--- src/rtl/aclock_setter_if.sv ---
// Purpose: bundles the button, time-snapshot and load/edit signals exchanged
//          between the button conditioner, the aclock setter and aclock.
// Signals:
//   btn_time/btn_alarm/btn_inc/btn_next/btn_stop  debounced button levels
//   H_out1/H_out0/M_out1/M_out0                   current aclock time (BCD)
//   H_in1/H_in0/M_in1/M_in0                       edit digits toward aclock
//   LD_time/LD_alarm                              load strobes
//   STOP_al                                       single-cycle stop-alarm pulse
//   edit_active/edit_digit/edit_alarm             edit status
// Modports: master = the setter, slave = the surrounding board/aclock side.
interface aclock_setter_if;
  logic       btn_time;
  logic       btn_alarm;
  logic       btn_inc;
  logic       btn_next;
  logic       btn_stop;
  logic [1:0] H_out1;
  logic [3:0] H_out0;
  logic [3:0] M_out1;
  logic [3:0] M_out0;
  logic [1:0] H_in1;
  logic [3:0] H_in0;
  logic [3:0] M_in1;
  logic [3:0] M_in0;
  logic       LD_time;
  logic       LD_alarm;
  logic       STOP_al;
  logic       edit_active;
  logic [1:0] edit_digit;
  logic       edit_alarm;

  modport master (
    input  btn_time, btn_alarm, btn_inc, btn_next, btn_stop,
    input  H_out1, H_out0, M_out1, M_out0,
    output H_in1, H_in0, M_in1, M_in0,
    output LD_time, LD_alarm, STOP_al,
    output edit_active, edit_digit, edit_alarm
  );

  modport slave (
    output btn_time, btn_alarm, btn_inc, btn_next, btn_stop,
    output H_out1, H_out0, M_out1, M_out0,
    input  H_in1, H_in0, M_in1, M_in0,
    input  LD_time, LD_alarm, STOP_al,
    input  edit_active, edit_digit, edit_alarm
  );
endinterface

--- src/rtl/aclock_setter.sv ---
// Purpose: user-side configuration master for aclock. Converts debounced button
//          levels into BCD HH:MM digit edits and loads them into aclock as time
//          or alarm; also issues stop-alarm pulses.
// Ports:
//   clk    system clock, rising edge
//   reset  asynchronous, active-high
//   bus    aclock_setter_if.master (buttons, time snapshot, digits, strobes, status)
// Parameters:
//   LD_PULSE_CYC  strobe length in cycles (>=1)
//   TIMEOUT_CYC   idle cycles in an edit state before auto-abort (0 = never)
//
// state   | meaning
// --------+-------------------------------------------------
// IDLE    | waiting for a time or alarm press
// EDIT_H1 | editing tens of hours
// EDIT_H0 | editing units of hours
// EDIT_M1 | editing tens of minutes
// EDIT_M0 | editing units of minutes
// LOAD    | driving LD_time/LD_alarm with digits held stable
module aclock_setter #(
  parameter int unsigned LD_PULSE_CYC = 1,
  parameter int unsigned TIMEOUT_CYC  = 50000000
) (
  input logic            clk,
  input logic            reset,
  aclock_setter_if.master bus
);
  localparam logic [31:0] LD_LOAD = 32'(LD_PULSE_CYC - 1);
  localparam logic [31:0] TO_LOAD = 32'(TIMEOUT_CYC - 1);
  localparam bit          TO_EN   = (TIMEOUT_CYC != 0);

  typedef enum logic [2:0] {IDLE, EDIT_H1, EDIT_H0, EDIT_M1, EDIT_M0, LOAD} state_t;

  state_t      r_state;
  logic [4:0]  r_btn_q;
  logic [4:0]  r_press;
  logic [1:0]  r_h1;
  logic [3:0]  r_h0, r_m1, r_m0;
  logic [1:0]  r_al_h1;
  logic [3:0]  r_al_h0, r_al_m1, r_al_m0;
  logic [31:0] r_to_cnt;
  logic [31:0] r_ld_cnt;
  logic        r_ld_time, r_ld_alarm;
  logic        r_edit_active, r_edit_alarm;
  logic [1:0]  r_edit_digit;

  logic [4:0]  w_btn;
  logic        w_p_time, w_p_alarm, w_p_inc, w_p_next;
  logic        w_abort;
  logic [1:0]  w_h1_inc;
  logic [3:0]  w_h0_inc, w_m1_inc, w_m0_inc;

  assign w_btn     = {bus.btn_stop, bus.btn_next, bus.btn_inc, bus.btn_alarm, bus.btn_time};
  assign w_p_time  = r_press[0];
  assign w_p_alarm = r_press[1];
  assign w_p_inc   = r_press[2];
  assign w_p_next  = r_press[3];

  // Timeout only counts as an abort when no inc/next press is being accepted.
  assign w_abort = w_p_time | w_p_alarm |
                   (TO_EN && (r_to_cnt == 32'd0) && !w_p_next && !w_p_inc);

  // H0 upper bound depends on H1 so the hour never leaves 00..23.
  assign w_h1_inc = (r_h1 == 2'd2) ? 2'd0 : r_h1 + 2'd1;
  assign w_h0_inc = (r_h0 >= ((r_h1 == 2'd2) ? 4'd3 : 4'd9)) ? 4'd0 : r_h0 + 4'd1;
  assign w_m1_inc = (r_m1 >= 4'd5) ? 4'd0 : r_m1 + 4'd1;
  assign w_m0_inc = (r_m0 >= 4'd9) ? 4'd0 : r_m0 + 4'd1;

  always_ff @(posedge clk or posedge reset) begin
    if (reset) begin
      r_state       <= IDLE;
      r_btn_q       <= '0;
      r_press       <= '0;
      r_h1          <= '0;
      r_h0          <= '0;
      r_m1          <= '0;
      r_m0          <= '0;
      r_al_h1       <= '0;
      r_al_h0       <= '0;
      r_al_m1       <= '0;
      r_al_m0       <= '0;
      r_to_cnt      <= '0;
      r_ld_cnt      <= '0;
      r_ld_time     <= 1'b0;
      r_ld_alarm    <= 1'b0;
      r_edit_active <= 1'b0;
      r_edit_alarm  <= 1'b0;
      r_edit_digit  <= 2'd0;
    end else begin
      r_btn_q <= w_btn;
      r_press <= w_btn & ~r_btn_q;
      case (r_state)
        IDLE: begin
          // time press wins when both arrive together
          if (w_p_time || w_p_alarm) begin
            r_state       <= EDIT_H1;
            r_edit_active <= 1'b1;
            r_edit_digit  <= 2'd0;
            r_edit_alarm  <= !w_p_time;
            r_to_cnt      <= TO_LOAD;
            if (w_p_time) begin
              r_h1 <= bus.H_out1;
              r_h0 <= bus.H_out0;
              r_m1 <= bus.M_out1;
              r_m0 <= bus.M_out0;
            end else begin
              r_h1 <= r_al_h1;
              r_h0 <= r_al_h0;
              r_m1 <= r_al_m1;
              r_m0 <= r_al_m0;
            end
          end
        end
        EDIT_H1, EDIT_H0, EDIT_M1, EDIT_M0: begin
          if (w_abort) begin
            r_state       <= IDLE;
            r_edit_active <= 1'b0;
            r_edit_digit  <= 2'd0;
          end else if (w_p_next) begin
            r_to_cnt     <= TO_LOAD;
            r_edit_digit <= r_edit_digit + 2'd1;
            case (r_state)
              EDIT_H1: r_state <= EDIT_H0;
              EDIT_H0: r_state <= EDIT_M1;
              EDIT_M1: r_state <= EDIT_M0;
              default: begin
                r_state       <= LOAD;
                r_edit_active <= 1'b0;
                r_ld_cnt      <= LD_LOAD;
                r_ld_time     <= !r_edit_alarm;
                r_ld_alarm    <= r_edit_alarm;
              end
            endcase
          end else if (w_p_inc) begin
            r_to_cnt <= TO_LOAD;
            case (r_state)
              EDIT_H1: begin
                r_h1 <= w_h1_inc;
                if (w_h1_inc == 2'd2 && r_h0 > 4'd3) r_h0 <= 4'd3;
              end
              EDIT_H0: r_h0 <= w_h0_inc;
              EDIT_M1: r_m1 <= w_m1_inc;
              default: r_m0 <= w_m0_inc;
            endcase
          end else begin
            r_to_cnt <= r_to_cnt - 32'd1;
          end
        end
        LOAD: begin
          if (r_edit_alarm && r_ld_cnt == LD_LOAD) begin
            r_al_h1 <= r_h1;
            r_al_h0 <= r_h0;
            r_al_m1 <= r_m1;
            r_al_m0 <= r_m0;
          end
          if (r_ld_cnt == 32'd0) begin
            r_ld_time  <= 1'b0;
            r_ld_alarm <= 1'b0;
            r_state    <= IDLE;
          end else begin
            r_ld_cnt <= r_ld_cnt - 32'd1;
          end
        end
        default: r_state <= IDLE;
      endcase
    end
  end

  assign bus.H_in1       = r_h1;
  assign bus.H_in0       = r_h0;
  assign bus.M_in1       = r_m1;
  assign bus.M_in0       = r_m0;
  assign bus.LD_time     = r_ld_time;
  assign bus.LD_alarm    = r_ld_alarm;
  assign bus.STOP_al     = r_press[4];
  assign bus.edit_active = r_edit_active;
  assign bus.edit_digit  = r_edit_digit;
  assign bus.edit_alarm  = r_edit_alarm;
endmodule

--- src/flat_wrapper.sv ---
// flat-port wrapper written by rule: the top's interface ports become plain ports
module aclock_setter_flat 
#(
  parameter int unsigned LD_PULSE_CYC = 1,
  parameter int unsigned TIMEOUT_CYC  = 50000000
)
  (clk, reset, bus_btn_time, bus_btn_alarm, bus_btn_inc, bus_btn_next, bus_btn_stop, bus_H_out1, bus_H_out0, bus_M_out1, bus_M_out0, bus_H_in1, bus_H_in0, bus_M_in1, bus_M_in0, bus_LD_time, bus_LD_alarm, bus_STOP_al, bus_edit_active, bus_edit_digit, bus_edit_alarm);
  aclock_setter_if bus_i ();
  input logic clk;
  input logic reset;
  input wire logic [$bits(bus_i.btn_time)-1:0] bus_btn_time;
  input wire logic [$bits(bus_i.btn_alarm)-1:0] bus_btn_alarm;
  input wire logic [$bits(bus_i.btn_inc)-1:0] bus_btn_inc;
  input wire logic [$bits(bus_i.btn_next)-1:0] bus_btn_next;
  input wire logic [$bits(bus_i.btn_stop)-1:0] bus_btn_stop;
  input wire logic [$bits(bus_i.H_out1)-1:0] bus_H_out1;
  input wire logic [$bits(bus_i.H_out0)-1:0] bus_H_out0;
  input wire logic [$bits(bus_i.M_out1)-1:0] bus_M_out1;
  input wire logic [$bits(bus_i.M_out0)-1:0] bus_M_out0;
  output wire logic [$bits(bus_i.H_in1)-1:0] bus_H_in1;
  output wire logic [$bits(bus_i.H_in0)-1:0] bus_H_in0;
  output wire logic [$bits(bus_i.M_in1)-1:0] bus_M_in1;
  output wire logic [$bits(bus_i.M_in0)-1:0] bus_M_in0;
  output wire logic [$bits(bus_i.LD_time)-1:0] bus_LD_time;
  output wire logic [$bits(bus_i.LD_alarm)-1:0] bus_LD_alarm;
  output wire logic [$bits(bus_i.STOP_al)-1:0] bus_STOP_al;
  output wire logic [$bits(bus_i.edit_active)-1:0] bus_edit_active;
  output wire logic [$bits(bus_i.edit_digit)-1:0] bus_edit_digit;
  output wire logic [$bits(bus_i.edit_alarm)-1:0] bus_edit_alarm;
  assign bus_i.btn_time = bus_btn_time;
  assign bus_i.btn_alarm = bus_btn_alarm;
  assign bus_i.btn_inc = bus_btn_inc;
  assign bus_i.btn_next = bus_btn_next;
  assign bus_i.btn_stop = bus_btn_stop;
  assign bus_i.H_out1 = bus_H_out1;
  assign bus_i.H_out0 = bus_H_out0;
  assign bus_i.M_out1 = bus_M_out1;
  assign bus_i.M_out0 = bus_M_out0;
  assign bus_H_in1 = bus_i.H_in1;
  assign bus_H_in0 = bus_i.H_in0;
  assign bus_M_in1 = bus_i.M_in1;
  assign bus_M_in0 = bus_i.M_in0;
  assign bus_LD_time = bus_i.LD_time;
  assign bus_LD_alarm = bus_i.LD_alarm;
  assign bus_STOP_al = bus_i.STOP_al;
  assign bus_edit_active = bus_i.edit_active;
  assign bus_edit_digit = bus_i.edit_digit;
  assign bus_edit_alarm = bus_i.edit_alarm;
  aclock_setter #(.LD_PULSE_CYC(LD_PULSE_CYC), .TIMEOUT_CYC(TIMEOUT_CYC)) u_core (.clk(clk), .reset(reset), .bus(bus_i));
endmodule
--- config.mk ---
export PLATFORM = sky130hd
export DESIGN_NAME = aclock_setter_flat
export DESIGN_NICKNAME = d
export VERILOG_FILES = /design/src/rtl/aclock_setter_if.sv /design/src/rtl/aclock_setter.sv /design/src/flat_wrapper.sv
export SDC_FILE = /design/constraint.sdc
export NUM_CORES = 1
export LEC_CHECK = 0
export ABC_AREA = 1
export CAP_MARGIN = 10
export CORE_MARGIN = 4
export CORE_UTILIZATION = 55
export DETAILED_ROUTE_END_ITERATION = 6
export GPL_ROUTABILITY_DRIVEN = 0
export PLACE_DENSITY = 0.89
export SYNTH_ARGS = -nofsm -noshare
export SYNTH_HDL_FRONTEND = slang
export SYNTH_SLANG_ARGS = --single-unit
--- constraint.sdc ---
create_clock -name clk -period 4.3 [get_ports clk]
set_clock_uncertainty 0.2 [all_clocks]
set_input_delay 1.29 -clock clk [delete_from_list [all_inputs] [get_ports clk]]
set_output_delay 1.29 -clock clk [all_outputs]
set_load 0.005 [all_outputs]
==> results of run 1 <==
-- synthesized netlist by cell type, types with 5 or more instances --
cell type | instances | area, um2
inv_1 | 97 | 364
o21ai_0 | 49 | 245
xor2_1 | 22 | 193
o21ai_1 | 29 | 145
nor2_2 | 11 | 68.8
nand3_1 | 76 | 380
nand4_1 | 14 | 87.6
xnor2_1 | 8 | 70.1
buf_2 | 16 | 80.1
clkbuf_1 | 9 | 33.8
nor3_1 | 22 | 110
dfrtp_1 | 111 | 2780
nor2_1 | 174 | 653
mux2_2 | 13 | 146
nor4_1 | 5 | 31.3
nand3_2 | 5 | 50.1
nand2_1 | 332 | 1250
a21oi_1 | 7 | 35.0
inv_2 | 7 | 26.3
ha_1 | 12 | 150
-- per-layer routing --
metal / part of all wire / up-vias / global-route usage
met5: 0 / - / 0
met4: 0.016 / 0 / 0.0707
met3: 0.056 / 21 / 0.0461
met2: 0.47 / 192 / 0.377
met1: 0.46 / 3100 / 0.317
li1: - / 3391 / -
-- registers in the layout, indices dropped and copies added, names as in the netlist --
register                count
u_core.r_ld_cnt            32
u_core.r_press              5
u_core.r_to_cnt            32
u_core.bus.M_in1            4
u_core.bus.H_in0            4
u_core.bus.LD_time          1
u_core.r_state              3
u_core.r_btn_q              5
u_core.bus.M_in0            4
u_core.bus.H_in1            2
u_core.bus.edit_digit       2
u_core.r_al_m1              4
u_core.bus.edit_active      1
u_core.r_al_h0              4
u_core.bus.edit_alarm       1
u_core.r_al_h1              2
u_core.bus.LD_alarm         1
u_core.r_al_m0              4
-- final cells by class --
type / count / area share
Timing Repair Buffer: 47 / 0.0583
Tap cell: 172 / 0.0268
Clock buffer: 11 / 0.0315
Clock inverter: 5 / 0.00577
Multi-Input combinational cell: 807 / 0.482
Inverter: 106 / 0.0500
Sequential cell: 111 / 0.346
-- path summary, 6_finish.rpt --
check | start | to
hold / removal | u_core.r_btn_q[0] | u_core.r_press[0]
setup reg to reg | u_core.r_to_cnt[1] | u_core.r_ld_cnt[22]
min in group asynchronous | reset | u_core.r_to_cnt[10]
setup / recovery | u_core.bus.H_in0[2] | bus_H_in0[2]
hold reg to reg | u_core.r_btn_q[0] | u_core.r_press[0]
max in group asynchronous | reset | u_core.r_to_cnt[25]
-- metrics by stage --
step           worst slack, ns  power [mW]  cell area, um2  hold WS, ns  utilization
2_1_floorplan             1.47        4.63            7220        0.176            -
3_3_place_gp              1.63        5.38            7730        0.181        0.608
3_5_place_dp              1.60        5.49            7730        0.190        0.608
4_1_cts                   1.38        6.38            8030        0.196        0.631
5_1_grt                   1.32        7.00            8030        0.209        0.631
6_report                  1.39        6.39            8030        0.199        0.631
-- kinds of logic (layout without fill, tap and decap cells) --
| family | count (synthesis) | in the layout | synth area share |
|---|---|---|---|
| AOI/OAI and AO/OA | 95 | 95 | 0.0706 |
| xor gates and xnor gates | 30 | 30 | 0.0364 |
| muxes | 15 | 15 | 0.0231 |
| buffers and inverters | 138 | 169 | 0.0789 |
| and+or+nand+nor | 655 | 655 | 0.385 |
| adders and majority gates | 12 | 12 | 0.0208 |
| DFF | 111 | 111 | 0.385 |
-- power groups by stage --
stage | Combinational, mW | Sequential, mW | Clock [mW]
after floorplan | 3.02 | 1.61 | 0
after global placement | 3.67 | 1.70 | 0
after detailed placement | 3.78 | 1.71 | 0
after CTS | 3.81 | 1.70 | 0.868
after global routing | 4.33 | 1.75 | 0.915
final | 3.84 | 1.70 | 0.848
==> results.sh, run 1 <==
export IMPL_status="finished, final reports clean"
export IMPL_dr_pass1_iters=7
export IMPL_combPwrFrac=0.601
export IMPL_fillers=1153
export IMPL_drtIter0Drc=650
export IMPL_core_rowCount=41
export IMPL_cp_num_buf_inv=1
export IMPL_p_seq_frac=0.266
export IMPL_ff2ff_setup_slack_ns=1.68
export IMPL_critPathLaunchType="register"
export IMPL_max_slew_margin_rel=0.498
export IMPL_routedWlPerCell_um=13.1
export IMPL_critPathTopFamily="buffers and inverters"
export IMPL_multiInputGateArea_mm2=0.00387
export IMPL_syn_to_final_growth_pct=11.3
export IMPL_cts_tree="done"
export IMPL_route_detailed_drc=0
export IMPL_insertion_delay_ns=0.36
export IMPL_ir_drop_mv=0.608
export IMPL_cpPeakStageDelay_ns=0.56
export IMPL_cp_slowest_cell="clkdlybuf4s50_1"
export IMPL_synth_ff_type="dfrtp_1"
export IMPL_cp_cell_sequence="clkdlybuf4s50_1"
export IMPL_hpwl_mm=11.6
export IMPL_io_buffers=41
export IMPL_grt_pass1_vias=6209
export IMPL_syn_avg_cell_area_um2=6.83
export IMPL_worst_pin_slew_ns=0.752
export IMPL_final_setup_viol_count=0
export IMPL_die_w_um=123
export IMPL_synth_seq_area_share=0.385
export IMPL_r2r_cells=10
export IMPL_yosys_warnings=0
export IMPL_synth_cell_types=41
export IMPL_netlist_instances=1056
export IMPL_p_leak_nw=4.23
export IMPL_cts_setup_buffers=0
export IMPL_min_path_type="register to register"
export IMPL_power_density_mw_per_mm2=796
export IMPL_worstPathRequired_ns=2.81
export IMPL_fmax_ghz=0.344
export IMPL_final_cell_mix="nand2_1, nor2_1, dfrtp_1"
export IMPL_vias_per_cell=5.32
export IMPL_final_antenna_net_count=0
export IMPL_swShare=0.500
export IMPL_fp_coreArea_mm2=0.0127
export IMPL_netlist_area_mm2=0.00721
export IMPL_p_clk_frac=0.133
export IMPL_rsz0062_at_grt="no"
export IMPL_antenna_found_initial=0
export IMPL_cap_viol_max_count=0
export IMPL_grt_usage=0.233
export IMPL_switching_power_mw=3.19
export IMPL_final_hold_violation_count=0
export IMPL_synth_seq_cells=111
export IMPL_seqCellArea_mm2=0.00278
export IMPL_gr_total_overflow=0
export IMPL_cts_root_buffer="clkbuf_16"
export IMPL_internal_power_mw=3.20
export IMPL_cp_data_arrival_time_ns=1.42
export IMPL_clock_path_buffers=2
export IMPL_end_kind="primary output"
export IMPL_final_cells=1259
export IMPL_cts_htree_levels=3
export IMPL_syn_nets=1089
export IMPL_cts_clk_slew_worst_paths_ns=0.08
export IMPL_num_nets_final=1115
export IMPL_drv_slew=0
export IMPL_clkSinkCount=111
export IMPL_wl_mm=16.5
export IMPL_cts_buffers=9
export IMPL_cts_hold_buf=0
export IMPL_die_area_mm2=0.0150
export IMPL_synth_edff_count=0
export IMPL_dp_cells=1243
export IMPL_diodes=0
export IMPL_cts_resized=0
export IMPL_crit_fanout=7
export IMPL_critical_path_cell_count=1
export IMPL_drive_above_1_share=0.0662
export IMPL_ys_async_sr_fraction=1.00
export IMPL_fin_crit_sh=0.676
export IMPL_period_needed_ns=2.91
export IMPL_io_pins=42
export IMPL_setup_tns_final_ns=0
export IMPL_path_class="register to primary output"
export IMPL_initial_core_util=0.567
export IMPL_grt_max_degree=62
export IMPL_whs_path_depth=1
export IMPL_dieHeight_um=123
export IMPL_grt_pass1_wl_mm=28.6
export IMPL_layout_commonest_cell="nand2_1"
export IMPL_num_vias=6704
Power figures use the tool's default switching activity.
==> run 2, diff against run 1 <==
==> constraint.sdc (replaced) <==
create_clock -name clk -period 2.4 [get_ports clk]
set_clock_uncertainty 0.2 [all_clocks]
set_input_delay 0.72 -clock clk [delete_from_list [all_inputs] [get_ports clk]]
set_output_delay 0.72 -clock clk [all_outputs]
set_load 0.005 [all_outputs]
==> results.sh, run 2 (synthesis gave the netlist of run 1 again) <==
export IMPL_critical_path_cell_count=1
export IMPL_cts_htree_levels=3
export IMPL_drv_slew=0
export IMPL_multiInputGateArea_mm2=0.00387
export IMPL_cts_tree="done"
export IMPL_antenna_found_initial=0
export IMPL_syn_to_final_growth_pct=14.8
export IMPL_grt_pass1_vias=6481
export IMPL_fin_crit_sh=0.974
export IMPL_crit_fanout=5
export IMPL_final_setup_viol_count=0
export IMPL_drive_above_1_share=0.0880
export IMPL_io_buffers=41
export IMPL_drtIter0Drc=722
export IMPL_final_antenna_net_count=0
export IMPL_timing_final_ws_setup_ns=0.0626
export IMPL_num_nets_final=1142
export IMPL_cp_num_buf_inv=1
export IMPL_cts_root_buffer="clkbuf_16"
export IMPL_setup_tns_final_ns=0
export IMPL_cts_clk_slew_worst_paths_ns=0.08
export IMPL_num_vias=6930
export IMPL_diodes=0
export IMPL_cts_hold_buf=0
export IMPL_hpwl_mm=12.1
export IMPL_worstPathRequired_ns=1.48
export IMPL_route_detailed_drc=0
export IMPL_cpPeakStageDelay_ns=0.55
export IMPL_period_needed_ns=2.34
export IMPL_cp_startpoint="u_core.bus.edit_alarm"
export IMPL_gr_total_overflow=0
export IMPL_seqCellArea_mm2=0.00278
export IMPL_fp_coreArea_mm2=0.0127
export IMPL_worst_pin_slew_ns=0.483
export IMPL_critPathLaunchType="register"
export IMPL_r2r_end="u_core.r_to_cnt[2]"
export IMPL_critPathTopFamily="buffers and inverters"
export IMPL_rsz0062_at_grt="no"
export IMPL_max_slew_margin_rel=0.678
export IMPL_insertion_delay_ns=0.37
export IMPL_wl_mm=17.3
export IMPL_final_cell_mix="nand2_1, nor2_1, dfrtp_1"
export IMPL_die_w_um=123
export IMPL_cp_data_arrival_time_ns=1.42
export IMPL_reg_largest_list="u_core.r_ld_cnt x32, u_core.r_to_cnt x32"
export IMPL_initial_core_util=0.567
export IMPL_ir_drop_mv=1.29
export IMPL_grt_max_degree=90
export IMPL_timing_rr_start="u_core.r_to_cnt[15]"
export IMPL_grt_usage=0.244
export IMPL_fmax_ghz=0.428
export IMPL_r2r_cells=11
export IMPL_vias_per_cell=5.39
export IMPL_io_pins=42
export IMPL_p_leak_nw=4.38
export IMPL_grt_pass1_wl_mm=29.9
export IMPL_place_ws_ns=0.164
export IMPL_status="finished, final reports clean"
export IMPL_routedWlPerCell_um=13.4
export IMPL_cap_viol_max_count=0
export IMPL_ff2ff_setup_slack_ns=0.24
export IMPL_path_class="register to primary output"
export IMPL_cp_endpoint="bus_edit_alarm"
export IMPL_clkSinkCount=111
export IMPL_end_kind="primary output"
export IMPL_clock_path_buffers=2
export IMPL_core_rowCount=41
export IMPL_min_path_type="register to register"
export IMPL_dr_pass1_iters=5
export IMPL_fillers=1086
export IMPL_layout_commonest_cell="nand2_1"
export IMPL_die_area_mm2=0.0150
export IMPL_final_hold_violation_count=0
export IMPL_cp_cell_sequence="clkdlybuf4s50_1"
export IMPL_dieHeight_um=123
export IMPL_power_density_mw_per_mm2=1420
export IMPL_cp_slowest_cell="clkdlybuf4s50_1"
export IMPL_cts_buffers=9
## run 2: area by class of cell
type                    count  share of cell area
multi-input cells         807               0.468
flip-flops and latches    111               0.335
repair buffers             74              0.0875
inverters                 106              0.0485
clock buffers              11              0.0293
well taps                 172              0.0260
clock inverters             5             0.00574
## run 2: worst min path at each step
stage | start | end | slack, ns | cells past startpoint
global route | u_core.r_btn_q[1] | u_core.r_press[1] | 0.20 | 1
CTS | u_core.r_btn_q[1] | u_core.r_press[1] | 0.20 | 1
detailed placement | u_core.r_btn_q[1] | u_core.r_press[1] | 0.18 | 1
finish | u_core.r_btn_q[0] | u_core.r_press[0] | 0.20 | 1
global placement | u_core.r_btn_q[0] | u_core.r_press[0] | 0.18 | 1
floorplan | u_core.r_btn_q[0] | u_core.r_press[0] | 0.18 | 1
## run 2: power breakdown
group / leakage, nW / internal (mW) / switching [mW]
registers: 1.44 / 2.41 / 0.583
clock network: 0.140 / 0.755 / 0.743
logic: 2.79 / 2.79 / 4.50
total: 4.38 / 5.95 / 5.82
## run 2: timing repair
action                                  4_1_cts  5_1_grt
buffers inserted                              0        0
endpoints found under the setup margin        0        4
resized for setup                             0        2
## run 2: layer usage
layer / vias to the layer above / global-route usage / share of wire
met5: - / 0 / 0
met4: 0 / 0.0679 / 0.023
met3: 37 / 0.0525 / 0.055
met2: 221 / 0.395 / 0.47
met1: 3225 / 0.332 / 0.45
li1: 3447 / - / -
## run 2: stage by stage
step / cell area [um2] / hold slack [ns] / instances / util / power (mW)
floorplan: 7220 / 0.176 / 1056 / - / 8.30
global placement: 7980 / 0.181 / 1270 / 0.627 / 9.95
detailed placement: 7980 / 0.185 / 1270 / 0.627 / 10.2
CTS: 8270 / 0.196 / 1286 / 0.650 / 11.7
global route: 8280 / 0.200 / 1286 / 0.651 / 12.9
finish: 8280 / 0.195 / 1286 / 0.651 / 11.8
==> run 3, diff against run 2 <==
--- a/config.mk
+++ b/config.mk
@@ -11,7 +11,7 @@
 export CORE_UTILIZATION = 55
 export DETAILED_ROUTE_END_ITERATION = 6
 export GPL_ROUTABILITY_DRIVEN = 0
-export PLACE_DENSITY = 0.89
+export PLACE_DENSITY_LB_ADDON = 0.25
 export SYNTH_ARGS = -nofsm -noshare
 export SYNTH_HDL_FRONTEND = slang
 export SYNTH_SLANG_ARGS = --single-unit
==> results.sh, run 3 (synthesis gave the netlist of run 1 again) <==
export IMPL_num_nets_final=1133
export IMPL_dieHeight_um=123
export IMPL_initial_core_util=0.567
export IMPL_timing_final_ws_setup_ns=0.0780
export IMPL_ff2ff_setup_slack_ns=0.18
export IMPL_cts_tree="done"
export IMPL_diodes=0
export IMPL_drv_slew=0
export IMPL_total_power_mw=11.7
export IMPL_hpwl_mm=12.2
export IMPL_grt_usage=0.246
export IMPL_crit_fanout=6
export IMPL_rsz0062_at_grt="no"
export IMPL_min_from="u_core.r_btn_q[0]"
export IMPL_final_setup_viol_count=0
export IMPL_timing_rr_start="u_core.r_state[0]"
export IMPL_io_pins=42
export IMPL_status="finished, final reports clean"
export IMPL_end_kind="primary output"
export IMPL_reg_largest_list="u_core.r_ld_cnt x32, u_core.r_to_cnt x32"
export IMPL_power_density_mw_per_mm2=1420
export IMPL_clock_path_buffers=2
export IMPL_cts_htree_levels=3
export IMPL_critPathTopFamily="buffers and inverters"
export IMPL_max_slew_margin_rel=0.711
export IMPL_grt_max_degree=76
export IMPL_ir_drop_mv=0.706
export IMPL_route_detailed_drc=0
export IMPL_fmax_ghz=0.431
export IMPL_critical_path_cell_count=1
export IMPL_io_buffers=41
export IMPL_cap_viol_max_count=0
export IMPL_drive_above_1_share=0.0796
export IMPL_final_cell_mix="nand2_1, nor2_1, dfrtp_1"
export IMPL_clkSinkCount=111
export IMPL_antenna_found_initial=0
export IMPL_cpPeakStageDelay_ns=0.55
export IMPL_vias_per_cell=5.27
export IMPL_critPathLaunchType="register"
export IMPL_core_rowCount=41
export IMPL_worstPathRequired_ns=1.48
export IMPL_setup_tns_final_ns=0
export IMPL_dr_pass1_iters=5
export IMPL_worst_pin_slew_ns=0.433
export IMPL_cp_cell_sequence="clkdlybuf4s50_1"
export IMPL_worst_hold_slack_ns=0.193
export IMPL_period_needed_ns=2.32
export IMPL_insertion_delay_ns=0.36
export IMPL_grt_pass1_wl_mm=29.8
export IMPL_grt_pass1_vias=6392
export IMPL_num_vias=6728
export IMPL_cp_num_buf_inv=1
export IMPL_cts_setup_buffers=0
export IMPL_layout_commonest_cell="nand2_1"
export IMPL_cp_data_arrival_time_ns=1.40
export IMPL_cts_clk_slew_worst_paths_ns=0.08
export IMPL_wl_mm=17.2
export IMPL_cp_slowest_cell="clkdlybuf4s50_1"
export IMPL_fp_coreArea_mm2=0.0127
export IMPL_cts_root_buffer="clkbuf_16"
export IMPL_die_area_mm2=0.0150
export IMPL_r2r_end="u_core.bus.M_in1[1]"
export IMPL_path_class="register to primary output"
export IMPL_syn_to_final_growth_pct=13.7
export IMPL_dpl_cell_area_mm2=0.00790
export IMPL_p_leak_nw=4.33
export IMPL_worstHoldEndpoint="u_core.r_press[0]"
export IMPL_final_hold_violation_count=0
export IMPL_fin_crit_sh=0.967
export IMPL_final_area_mm2=0.00820
export IMPL_gr_total_overflow=0
export IMPL_min_path_type="register to register"
export IMPL_die_w_um=123
export IMPL_routedWlPerCell_um=13.4
export IMPL_cts_buffers=9
export IMPL_whs_path_depth=1
export IMPL_place_ws_ns=0.167
export IMPL_r2r_cells=9
export IMPL_final_antenna_net_count=0
export IMPL_drtIter0Drc=599
## run 3: cell count changes in the layout (fill, tap and decap cells not counted)
| cell | previous run | this run |
|---|---|---|
| buf_4 | 27 | 20 |
| clkbuf_8 | 1 | 0 |
| clkbuf_1 | 1 | 2 |
| clkinv_4 | 1 | 0 |
| inv_8 | 2 | 0 |
| buf_6 | 1 | 0 |
| inv_6 | 1 | 3 |
| bufinv_16 | 0 | 1 |
| buf_12 | 5 | 4 |
## run 3: what timing repair did
| action | CTS | global route |
|---|---|---|
| endpoints found under the setup margin | 0 | 19 |
| hold buffers | 0 | 0 |
| gates resized for setup | 0 | 1 |
## run 3: final cells by class
cell class,instances,area (um2)
clock buffers,11,233
clock inverters,5,63.8
fillers,1143,4520
inverters,106,402
multi-input cells,807,3870
flip-flops and latches,111,2780
well taps,172,215
repair buffers,65,641
## run 3: worst max-delay path by stage
stage,from,endpoint
6_report,u_core.bus.M_in1[2],bus_M_in1[2]
2_1_floorplan,reset,u_core.bus.H_in0[0]
3_5_place_dp,u_core.r_state[0],u_core.r_ld_cnt[17]
4_1_cts,u_core.bus.M_in1[2],bus_M_in1[2]
3_3_place_gp,u_core.r_to_cnt[0],u_core.r_ld_cnt[10]
5_1_grt,u_core.bus.H_in0[0],bus_H_in0[0]
## run 3: power breakdown
group / total [mW] / switching (mW) / internal, mW
clock network: 1.55 / 0.727 / 0.823
logic: 7.11 / 4.41 / 2.70
registers: 3.03 / 0.623 / 2.41
total: 11.7 / 5.76 / 5.93
## run 3: through the flow
stage / instances / utilization
final: 1277 / 0.645
after CTS: 1277 / 0.644
after floorplan: 1056 / -
after global placement: 1261 / 0.621
after global routing: 1277 / 0.645
after detailed placement: 1261 / 0.621
## run 3: per-layer routing
layer / wire, um / global-route usage / vias up
met5: 0 / 0 / -
met4: 350 / 0.0833 / 0
met3: 862 / 0.0493 / 34
met2: 8180 / 0.407 / 186
met1: 7760 / 0.323 / 3070
li1: - / - / 3438
